<file path="src/rtl/uart_loader.sv">
// uart_loader: serial boot loader. Receives a little-endian word count N
// followed by N 32-bit words over an 8N1 UART line and writes them to RAM
// starting at word address 0. The core is held in reset until the image is
// complete. A failed load is sticky until the next reset.
// Optional build macro: UART_LOADER_CHECKSUM_EN adds a trailing XOR checksum
// byte over every length and data byte, checked before the core is released.
module uart_loader #(
    parameter int CLKS_PER_BIT = 868,
    parameter int ADDR_W       = 10
) (
    input  logic              clk,
    input  logic              rst,
    input  logic              rx,
    output logic              mem_we,
    output logic [ADDR_W-1:0] mem_addr,
    output logic [31:0]       mem_wdata,
    output logic              busy,
    output logic              done,
    output logic              err,
    output logic              core_hold
);

    localparam int CNT_W = (CLKS_PER_BIT > 2) ? $clog2(CLKS_PER_BIT) : 1;
    localparam logic [CNT_W-1:0] HALF_M1 = CNT_W'(CLKS_PER_BIT / 2 - 1);
    localparam logic [CNT_W-1:0] FULL_M1 = CNT_W'(CLKS_PER_BIT - 1);
    localparam logic [31:0]      N_MAX   = 32'd1 << ADDR_W;

    typedef enum logic [1:0] {RX_IDLE, RX_START, RX_DATA, RX_STOP} rx_state_t;
    typedef enum logic [2:0] {LD_LEN, LD_DATA, LD_CHK, LD_DONE, LD_ERR} ld_state_t;

`ifdef UART_LOADER_CHECKSUM_EN
    localparam ld_state_t LD_AFTER = LD_CHK;
`else
    localparam ld_state_t LD_AFTER = LD_DONE;
`endif

    logic              rx_meta_r, rx_sync_r, rx_prev_r;
    logic              fall_s, tick_s;
    rx_state_t         rx_state_r, rx_state_s;
    logic [CNT_W-1:0]  clk_cnt_r;
    logic [2:0]        bit_idx_r;
    logic [7:0]        shift_r, byte_r;
    logic              byte_valid_r, frame_err_r, start_ok_r;

    ld_state_t         ld_state_r, ld_state_s;
    logic [1:0]        byte_cnt_r;
    logic [31:0]       asm_r, n_r, word_s;
    logic [ADDR_W:0]   word_cnt_r;
    logic              last_s, accept_s;
    logic              mem_we_r, busy_r, done_r, err_r, core_hold_r;
    logic [ADDR_W-1:0] mem_addr_r;
    logic [31:0]       mem_wdata_r;

    assign fall_s   = rx_prev_r & ~rx_sync_r;
    assign word_s   = {byte_r, asm_r[31:8]};
    assign last_s   = ((32'(word_cnt_r) + 32'd1) == n_r);
    assign accept_s = byte_valid_r & ((ld_state_r == LD_LEN) | (ld_state_r == LD_DATA));

    // Two-flop synchronizer plus a history flop for start-edge detection
    always_ff @(posedge clk or negedge rst) begin
        if (!rst) begin
            rx_meta_r <= 1'b1;
            rx_sync_r <= 1'b1;
            rx_prev_r <= 1'b1;
        end else begin
            rx_meta_r <= rx;
            rx_sync_r <= rx_meta_r;
            rx_prev_r <= rx_sync_r;
        end
    end

    // Bit receiver next state: sample mid-start, then every full bit period
    always_comb begin
        rx_state_s = rx_state_r;
        tick_s     = 1'b0;
        case (rx_state_r)
            RX_IDLE: begin
                if (fall_s) rx_state_s = RX_START;
                else        rx_state_s = RX_IDLE;
            end
            RX_START: begin
                if (clk_cnt_r == HALF_M1) begin
                    tick_s = 1'b1;
                    if (rx_sync_r) rx_state_s = RX_IDLE;
                    else           rx_state_s = RX_DATA;
                end else begin
                    rx_state_s = RX_START;
                end
            end
            RX_DATA: begin
                if (clk_cnt_r == FULL_M1) begin
                    tick_s = 1'b1;
                    if (bit_idx_r == 3'd7) rx_state_s = RX_STOP;
                    else                   rx_state_s = RX_DATA;
                end else begin
                    rx_state_s = RX_DATA;
                end
            end
            RX_STOP: begin
                if (clk_cnt_r == FULL_M1) begin
                    tick_s     = 1'b1;
                    rx_state_s = RX_IDLE;
                end else begin
                    rx_state_s = RX_STOP;
                end
            end
            default: rx_state_s = RX_IDLE;
        endcase
    end

    // Bit receiver datapath: bit timer, shift register and one-cycle byte pulses
    always_ff @(posedge clk or negedge rst) begin
        if (!rst) begin
            rx_state_r   <= RX_IDLE;
            clk_cnt_r    <= {CNT_W{1'b0}};
            bit_idx_r    <= 3'd0;
            shift_r      <= 8'd0;
            byte_r       <= 8'd0;
            byte_valid_r <= 1'b0;
            frame_err_r  <= 1'b0;
            start_ok_r   <= 1'b0;
        end else begin
            rx_state_r   <= rx_state_s;
            byte_valid_r <= 1'b0;
            frame_err_r  <= 1'b0;
            start_ok_r   <= 1'b0;
            if ((rx_state_r == RX_IDLE) || tick_s) clk_cnt_r <= {CNT_W{1'b0}};
            else                                   clk_cnt_r <= clk_cnt_r + CNT_W'(1);
            if (tick_s) begin
                case (rx_state_r)
                    RX_START: begin
                        bit_idx_r  <= 3'd0;
                        start_ok_r <= ~rx_sync_r;
                    end
                    RX_DATA: begin
                        shift_r   <= {rx_sync_r, shift_r[7:1]};
                        bit_idx_r <= bit_idx_r + 3'd1;
                    end
                    RX_STOP: begin
                        byte_valid_r <= rx_sync_r;
                        frame_err_r  <= ~rx_sync_r;
                        byte_r       <= shift_r;
                    end
                    default: begin
                        bit_idx_r <= bit_idx_r;
                    end
                endcase
            end
        end
    end

`ifdef UART_LOADER_CHECKSUM_EN
    logic [7:0] chk_r;

    function automatic logic [7:0] xor_fold(input logic [7:0] acc, input logic [7:0] b);
        return acc ^ b;
    endfunction

    // Running XOR over every length and data byte of the image
    always_ff @(posedge clk or negedge rst) begin
        if (!rst)          chk_r <= 8'd0;
        else if (accept_s) chk_r <= xor_fold(chk_r, byte_r);
        else               chk_r <= chk_r;
    end
`endif

    // Loader next state: length phase, word phase, then a terminal state
    always_comb begin
        ld_state_s = ld_state_r;
        case (ld_state_r)
            LD_LEN: begin
                if (frame_err_r) begin
                    ld_state_s = LD_ERR;
                end else if (byte_valid_r && (byte_cnt_r == 2'd3)) begin
                    if (word_s > N_MAX)       ld_state_s = LD_ERR;
                    else if (word_s == 32'd0) ld_state_s = LD_AFTER;
                    else                      ld_state_s = LD_DATA;
                end else begin
                    ld_state_s = LD_LEN;
                end
            end
            LD_DATA: begin
                if (frame_err_r)            ld_state_s = LD_ERR;
                else if (mem_we_r && last_s) ld_state_s = LD_AFTER;
                else                        ld_state_s = LD_DATA;
            end
`ifdef UART_LOADER_CHECKSUM_EN
            LD_CHK: begin
                if (frame_err_r)       ld_state_s = LD_ERR;
                else if (byte_valid_r) ld_state_s = (byte_r == chk_r) ? LD_DONE : LD_ERR;
                else                   ld_state_s = LD_CHK;
            end
`endif
            LD_DONE: ld_state_s = LD_DONE;
            LD_ERR:  ld_state_s = LD_ERR;
            default: ld_state_s = LD_ERR;
        endcase
    end

    // Loader datapath: assemble bytes LSB first, capture N, issue RAM writes
    always_ff @(posedge clk or negedge rst) begin
        if (!rst) begin
            ld_state_r  <= LD_LEN;
            byte_cnt_r  <= 2'd0;
            asm_r       <= 32'd0;
            n_r         <= 32'd0;
            word_cnt_r  <= {(ADDR_W+1){1'b0}};
            mem_we_r    <= 1'b0;
            mem_addr_r  <= {ADDR_W{1'b0}};
            mem_wdata_r <= 32'd0;
        end else begin
            ld_state_r <= ld_state_s;
            mem_we_r   <= 1'b0;
            if (accept_s) begin
                asm_r      <= word_s;
                byte_cnt_r <= byte_cnt_r + 2'd1;
                if (byte_cnt_r == 2'd3) begin
                    if (ld_state_r == LD_LEN) begin
                        n_r <= word_s;
                    end else begin
                        mem_we_r    <= 1'b1;
                        mem_addr_r  <= word_cnt_r[ADDR_W-1:0];
                        mem_wdata_r <= word_s;
                    end
                end
            end
            if (mem_we_r) word_cnt_r <= word_cnt_r + (ADDR_W+1)'(1);
        end
    end

    // Status flags follow the next loader state so they change with it
    always_ff @(posedge clk or negedge rst) begin
        if (!rst) begin
            busy_r      <= 1'b0;
            done_r      <= 1'b0;
            err_r       <= 1'b0;
            core_hold_r <= 1'b1;
        end else begin
            done_r      <= (ld_state_s == LD_DONE);
            err_r       <= (ld_state_s == LD_ERR);
            core_hold_r <= (ld_state_s != LD_DONE);
            if ((ld_state_s != LD_LEN) && (ld_state_s != LD_DATA))
                busy_r <= 1'b0;
            else if (start_ok_r && (ld_state_r == LD_LEN))
                busy_r <= 1'b1;
            else
                busy_r <= busy_r;
        end
    end

    assign mem_we    = mem_we_r;
    assign mem_addr  = mem_addr_r;
    assign mem_wdata = mem_wdata_r;
    assign busy      = busy_r;
    assign done      = done_r;
    assign err       = err_r;
    assign core_hold = core_hold_r;

endmodule

</file>
<file path="config.mk">
export PLATFORM = sky130hd
export DESIGN_NAME = uart_loader
export DESIGN_NICKNAME = d
export VERILOG_FILES = /design/src/rtl/uart_loader.sv
export SDC_FILE = /design/constraint.sdc
export NUM_CORES = 1
export LEC_CHECK = 0
export ABC_CLOCK_PERIOD_IN_PS = 2570
export BUFFER_PORTS_ARGS = -buffer_cell sky130_fd_sc_hd__buf_2
export CAP_MARGIN = 40
export CELL_PAD_IN_SITES_DETAIL_PLACEMENT = 0
export CELL_PAD_IN_SITES_GLOBAL_PLACEMENT = 1
export CORE_AREA = 2 2 118 120
export CTS_BUF_LIST = sky130_fd_sc_hd__clkbuf_8
export DETAILED_ROUTE_END_ITERATION = 10
export DIE_AREA = 0 0 120 122
export HOLD_SLACK_MARGIN = 0.08
export PLACE_DENSITY = 0.89
export SLEW_MARGIN = 20
export SYNTH_ARGS = -nofsm -noshare
export SYNTH_HDL_FRONTEND = slang
export SYNTH_SLANG_ARGS = --single-unit
</file>
<file path="constraint.sdc">
create_clock -name clk -period 2.57 [get_ports clk]
set_clock_uncertainty 0.15 [all_clocks]
set_input_delay 0.6425 -clock clk [delete_from_list [all_inputs] [get_ports clk]]
set_output_delay 0.6425 -clock clk [all_outputs]
set_load 0.01 [all_outputs]
</file>
# Yosys cells after proc, flatten, opt, wreduce, memory -nomap -nowiden
# Index checks and enable logic that the tools add are counted.
totals:
  output_inout_bits: 47
  mem_count: 0
  wordCells: 95
  register_bits: 164
  inputBits: 3
  latchBits: 0
  ramBits: 0
  romBits: 0
op_classes:
  n_addsub: 5
  order_cmp: 1
  n_mul: 0
  div_mod_pow: 0
  n_reduce_logical: 17
  bitwise_logic: 5
  n_mux: 30
  n_shift: 0
  n_eq_ne: 14
ops:
  columns: ["op", "n"]
  rows:
  - ["12-bit by 32-bit equality test with 1-bit output", 1]
  - ["32-bit by 11-bit > comparator with 1-bit output, second input constant", 1]
  - ["32-bit zero test", 1]
  - ["1-bit two-way mux", 15]
  - ["11-bit by 1-bit adder with 12-bit output, second input constant", 1]
  - ["2-bit two-way mux", 6]
  - ["3-bit two-way mux", 4]
  - ["11-bit by 1-bit adder with 11-bit output, second input constant", 1]
  - ["10-bit by 1-bit adder with 10-bit output, second input constant", 1]
  - ["10-bit equality test, second input constant", 1]
  - ["10-bit by 9-bit equality test with 1-bit output, second input constant", 1]
  - ["10-bit two-way mux", 1]
  - ["3-bit case mux with 3 select lines", 1]
  - ["2-bit case mux with 4 select lines", 1]
  - ["2-bit equality test, second input constant", 3]
  - ["3-bit by 2-bit equality test with 1-bit output, second input constant", 2]
  - ["3-bit equality test, second input constant", 2]
  - ["3-bit case mux with 2 select lines", 1]
  - ["2-bit AND reduction", 3]
  - ["3-bit AND reduction", 2]
  - ["1-bit logical AND", 4]
  - ["2-bit nonzero test", 2]
  - ["3-bit by 1-bit adder with 3-bit output, second input constant", 1]
  - ["3-bit by 1-bit equality test with 1-bit output, second input constant", 1]
  - ["other kinds (13)", 15]

# Logic depth before layout (Yosys ltp)
depth:
  word_depth: 9
  ltp_mapped: 8
  depth_no_buf: 7

# Worst setup path before layout
# Ideal clock, no wire load.
synth_path:
  path_type: "register -> register"
  from: "register rx_state_r[1]"
  to: "register bit_idx_r[0]"
  n_path_buf: 0
  setup_time_ns: 0.125
  stages_incl_launch_ff: 8
  required_ns: 2.295
  path_slack_ns: 0.264
  t_arrival_ns: 2.031
  period_less_slack_ns: 2.306
  cell_sequence: "dfrtp_1 -> inv_1 -> ha_1 -> inv_1 -> or4_4 -> a211oi_4 -> nand2_1 -> mux2_4"
synth_between:
  elab_chain_cells: 4
  elab_cells_between_ends: 8
  cone_classes: "3 x eq/ne; 2 x mux; 3 x reduce/logical"
synth_rtl:
  columns: ["item", "line_no", "text"]
  rows:
  - ["from (decl)", "39", "rx_state_t rx_state_r, rx_state_s;"]
  - ["from (signal assigned)", "123", "rx_state_r <= rx_state_s;"]
  - ["2-bit equality test, on equally long branches", "76, 130", null]
  - ["2-bit OR reduction (no line)", null, null]
  - ["1-bit case mux with 2 select lines", "76", "case (rx_state_r)"]
  - ["2-bit AND reduction (no line)", null, null]
  - ["to (signal assigned)", "137", "bit_idx_r <= bit_idx_r + 3'd1;"]
  - ["to (signal assigned)", "145", "bit_idx_r <= bit_idx_r;"]
  - ["to (decl)", "41", "logic [2:0] bit_idx_r;"]
# Several ways; a longest one is shown, not always the timed one.
# A chain may end at the register's enable or synchronous reset.

# Worst setup path after layout
layout_path:
  from: "register clk_cnt_r[0]"
  to: "register byte_r[5]"
layout_between:
  elab_chain_cells: 4
  elab_cells_between_ends: 6
  cone_classes: "2 x eq/ne; 3 x mux; 1 x reduce/logical"
layout_rtl:
  columns: ["item", "line_no", "text"]
  rows:
  - ["from (decl)", "40", "logic [CNT_W-1:0] clk_cnt_r;"]
  - ["from (signal assigned)", "115", "clk_cnt_r <= {CNT_W{1'b0}};"]
  - ["from (signal assigned)", "127", "if ((rx_state_r == RX_IDLE) || tick_s) clk_cnt_r <= {CNT_W{1'b0}};"]
  - ["from (signal assigned)", "128", "else clk_cnt_r <= clk_cnt_r + CNT_W'(1);"]
  - ["10-bit equality test / 10-bit by 9-bit equality test with 1-bit output (equally long branches)", "91, 100, 82", null]
  - ["1-bit two-way mux, on equally long branches", "91, 100, 82", null]
  - ["1-bit case mux with 2 select lines *", "76", null]
  - ["2-bit AND reduction (no line) *", null, null]
  - ["to (signal assigned)", "142", "byte_r <= shift_r;"]
  - ["to (decl)", "42", "logic [7:0] shift_r, byte_r;"]
# Every way passes the cells marked *; elsewhere a longest branch is shown, timed or not.

==> results by group <==
Timing
  • Slew of the pin with the lowest slew margin: 0.515 ns
  • RSZ-0062 raised after global routing: no
  • Fin. max-slew vios: 0
  • Final setup viols: 0
  • Crit share post-route: 95.4%
  • TNS Setup: 0 ns
  • Final hold vios: 0
  • Final Critical Period: 2.45 ns
  • Rel. slew slack: 65.7%
  • F_max: 408 MHz

Yosys
  • Most numerous cell in the Yosys netlist: dfrtp_1
  • Gate Count Post-Synth: 498
  • Yosys Warn Count: 0
  • Area fraction of the dominant cell type after synthesis: 57.3%
  • Post-synthesis sequential area ratio: 58.9%
  • Synth Cell Area: 6640 µm²
  • Yosys reg bits: 156
  • Largest area contributor in the netlist: dfrtp_1
  • Synthesized area per cell: 13.3 µm²
  • Largest cells by area after synthesis: dfrtp_1, mux2_2, xnor2_1, ha_1, dfstp_2
  • Synth top cells by count: dfrtp_1, mux2_2, nor2_1
  • Post-synth EDFFs: 0
  • Mapped Nets: 512
  • Synth async-reset ratio: 100%
  • Netlist cell types: 44
  • Dominant synthesized flop cell: dfrtp_1

Floorplanning
  • Boundary Pins: 50
  • Die Area: 14600 µm²
  • Rows: 43
  • Core Area: 13500 µm²
  • Initial Utilization: 49.1%
  • Chip width: 120 µm
  • Die height: 122 µm

Layout
  • N_diodes: 0
  • Cell area after layout: 7600 µm²
  • Area grow syn2layout: 14.6%
  • Fin nets: 575
  • Layout cells sized above 1: 39.0%
  • Post-Layout Cell Count: 754

Worst setup path
  • Nature of the critical path startpoint: register
  • CP max FO: 9
  • CP max stage delay: 0.42 ns
  • Slowest-stage cell, CP: dfrtp_1
  • Crit-path cells: ha_1, nand2_1, nor4_1, o21ai_1, a211oi_4, buf_4, nand2_4, mux2_2
  • Crit Path Class: register to register
  • CP required: 2.75 ns
  • Crit end category: register
  • Arrival time worst endpoint: 2.64 ns
  • Delay-heaviest family, CP: compound AO/OA/AOI/OAI gates
  • Critical path buffer and inverter count: 1

Global routing
  • Initial antenna violation count: 0
  • First-pass GRT wire length: 21600 µm
  • Number of global-route vias before repair: 4222
  • GRT Total Usage: 19.2%
  • Total gr overflow: 0
  • Largest net degree at the start of global routing: 54

Placed design
  • Port-buffer cells: 49
  • Post-Place Cell Area: 7180 µm²
  • HPWL after detailed placement: 9160 µm
  • # placed instances: 721
  • Routability Congestion: 0.890

CTS
  • TritonCTS clock tree: done
  • Clock Pin Slew Worst Setup and Hold Paths: 0.08 ns
  • CTS Sinks: 156
  • CTS resizes: 0
  • CTS buffer count: 17
  • H-tree depth: 4
  • Maximum clock path buffer count: 2
  • Latest clock arrival within the worst-skew pair: 0.45 ns
  • Root buf cell: clkbuf_8

Route
  • Post-route DRC violation count: 0
  • Final WL: 13000 µm
  • Drt pass-1 iters: 4
  • Routed wire length per instance: 17.3 µm
  • DR iter-0 viols: 224
  • DR vias: 4106
  • Vias per cell: 5.45
  • Detail Route Antenna Nets: 0

Min path
  • HP Class: primary input to register

Power
  • PD cells: 602 nW/µm²
  • Max IR drop VDD: 0.000411 V
  • P_leak: 3.88 nW

Status
  • Run status: complete, no violations

Run
  • Max Cap Viol: 0
## layer usage
metal	global-route usage, %	wire length [µm]
met5	0	0
met2	31.6	6670
met4	9.04	292
met3	4.35	378
met1	24.2	5680
## metrics by stage
| stage | worst slack [ns] | util, % | total power [mW] | hold WS (ns) |
|---|---|---|---|---|
| final | 0.118 | 56.3 | 4.58 | 0.137 |
| after global routing | 0.000595 | 56.3 | 4.78 | 0.109 |
| after CTS | 0.105 | 56.3 | 4.63 | 0.104 |
| after detailed placement | 0.134 | 53.2 | 2.77 | 0.198 |
| after global placement | 0.253 | 53.2 | 2.76 | 0.199 |
| after floorplan | 0.264 | - | 2.67 | 0.195 |
## path summary, 6_finish.rpt
kind / from / endpoint / slack, ns / cells after the start
worst max-delay path: clk_cnt_r[0] / byte_r[5] / 0.12 / 8
worst min-delay path: rx / rx_meta_r / 0.14 / 1
worst max register to register: clk_cnt_r[0] / byte_r[5] / 0.12 / 8
worst min register to register: rx_meta_r / rx_sync_r / 0.21 / 0
max in group asynchronous: rst / rx_prev_r / 1.05 / 3
min in group asynchronous: rst / mem_addr[6] / 0.55 / 2
## cell type report
cell class                 instances  area (µm²)
clock buffer                      19         262
clock inverter                    13         150
fill                            1121        5900
inverter                           7        26.3
multi-input combinational        316        2620
sequential                       156        3910
tap                              180         225
timing repair buffer              63         409
## power by group
part | total (mW) | internal (mW) | switching, mW
registers | 2.52 | 2.48 | 0.0319
clock network | 1.87 | 1.00 | 0.867
logic | 0.197 | 0.0625 | 0.135
total | 4.58 | 3.55 | 1.03
## sequential cells by signal, summed over array words and instances (netlist names), 2 cells and up
name and count:
shift_r 8, bit_idx_r 3, rx_state_r 2, mem_wdata 32, n_r 32, ld_state_r 3, clk_cnt_r 10, byte_r 8
word_cnt_r 11, mem_addr 10, asm_r 24, byte_cnt_r 2
## repair_timing
| action | 4_1_cts | 5_1_grt |
|---|---|---|
| buffers inserted | 0 | 0 |
| endpoints found under the hold margin | 49 | 0 |
| hold buffers | 1 | 0 |
## placed cells by master (no fill, tap or decap), drive strengths merged, types with 3 or more instances in the layout
cell type    n
dfstp        4
nand3       18
bufinv       3
xor2        10
and2         3
and3         4
dfrtp      152
nand2       21
o21ai        7
nor3b        3
clkbuf      19
inv         11
buf         62
a21oi       10
nor3         9
mux2       117
nor4        13
ha          11
clkinv       5
a211oi       4
xnor2       17
nand4       11
or2          3
nor2        25
nor2b        8
## logic make-up after synthesis
group,synth area share [%]
XOR/XNOR,3.56
multiplexers,19.9
adder cells (fa/ha/maj),2.07
AO/OA/AOI/OAI,3.51
AND/OR/NAND/NOR,10.4
flip-flops,58.9
buffers and inverters,1.66
No activity file was read; power rests on OpenSTA's default activity.
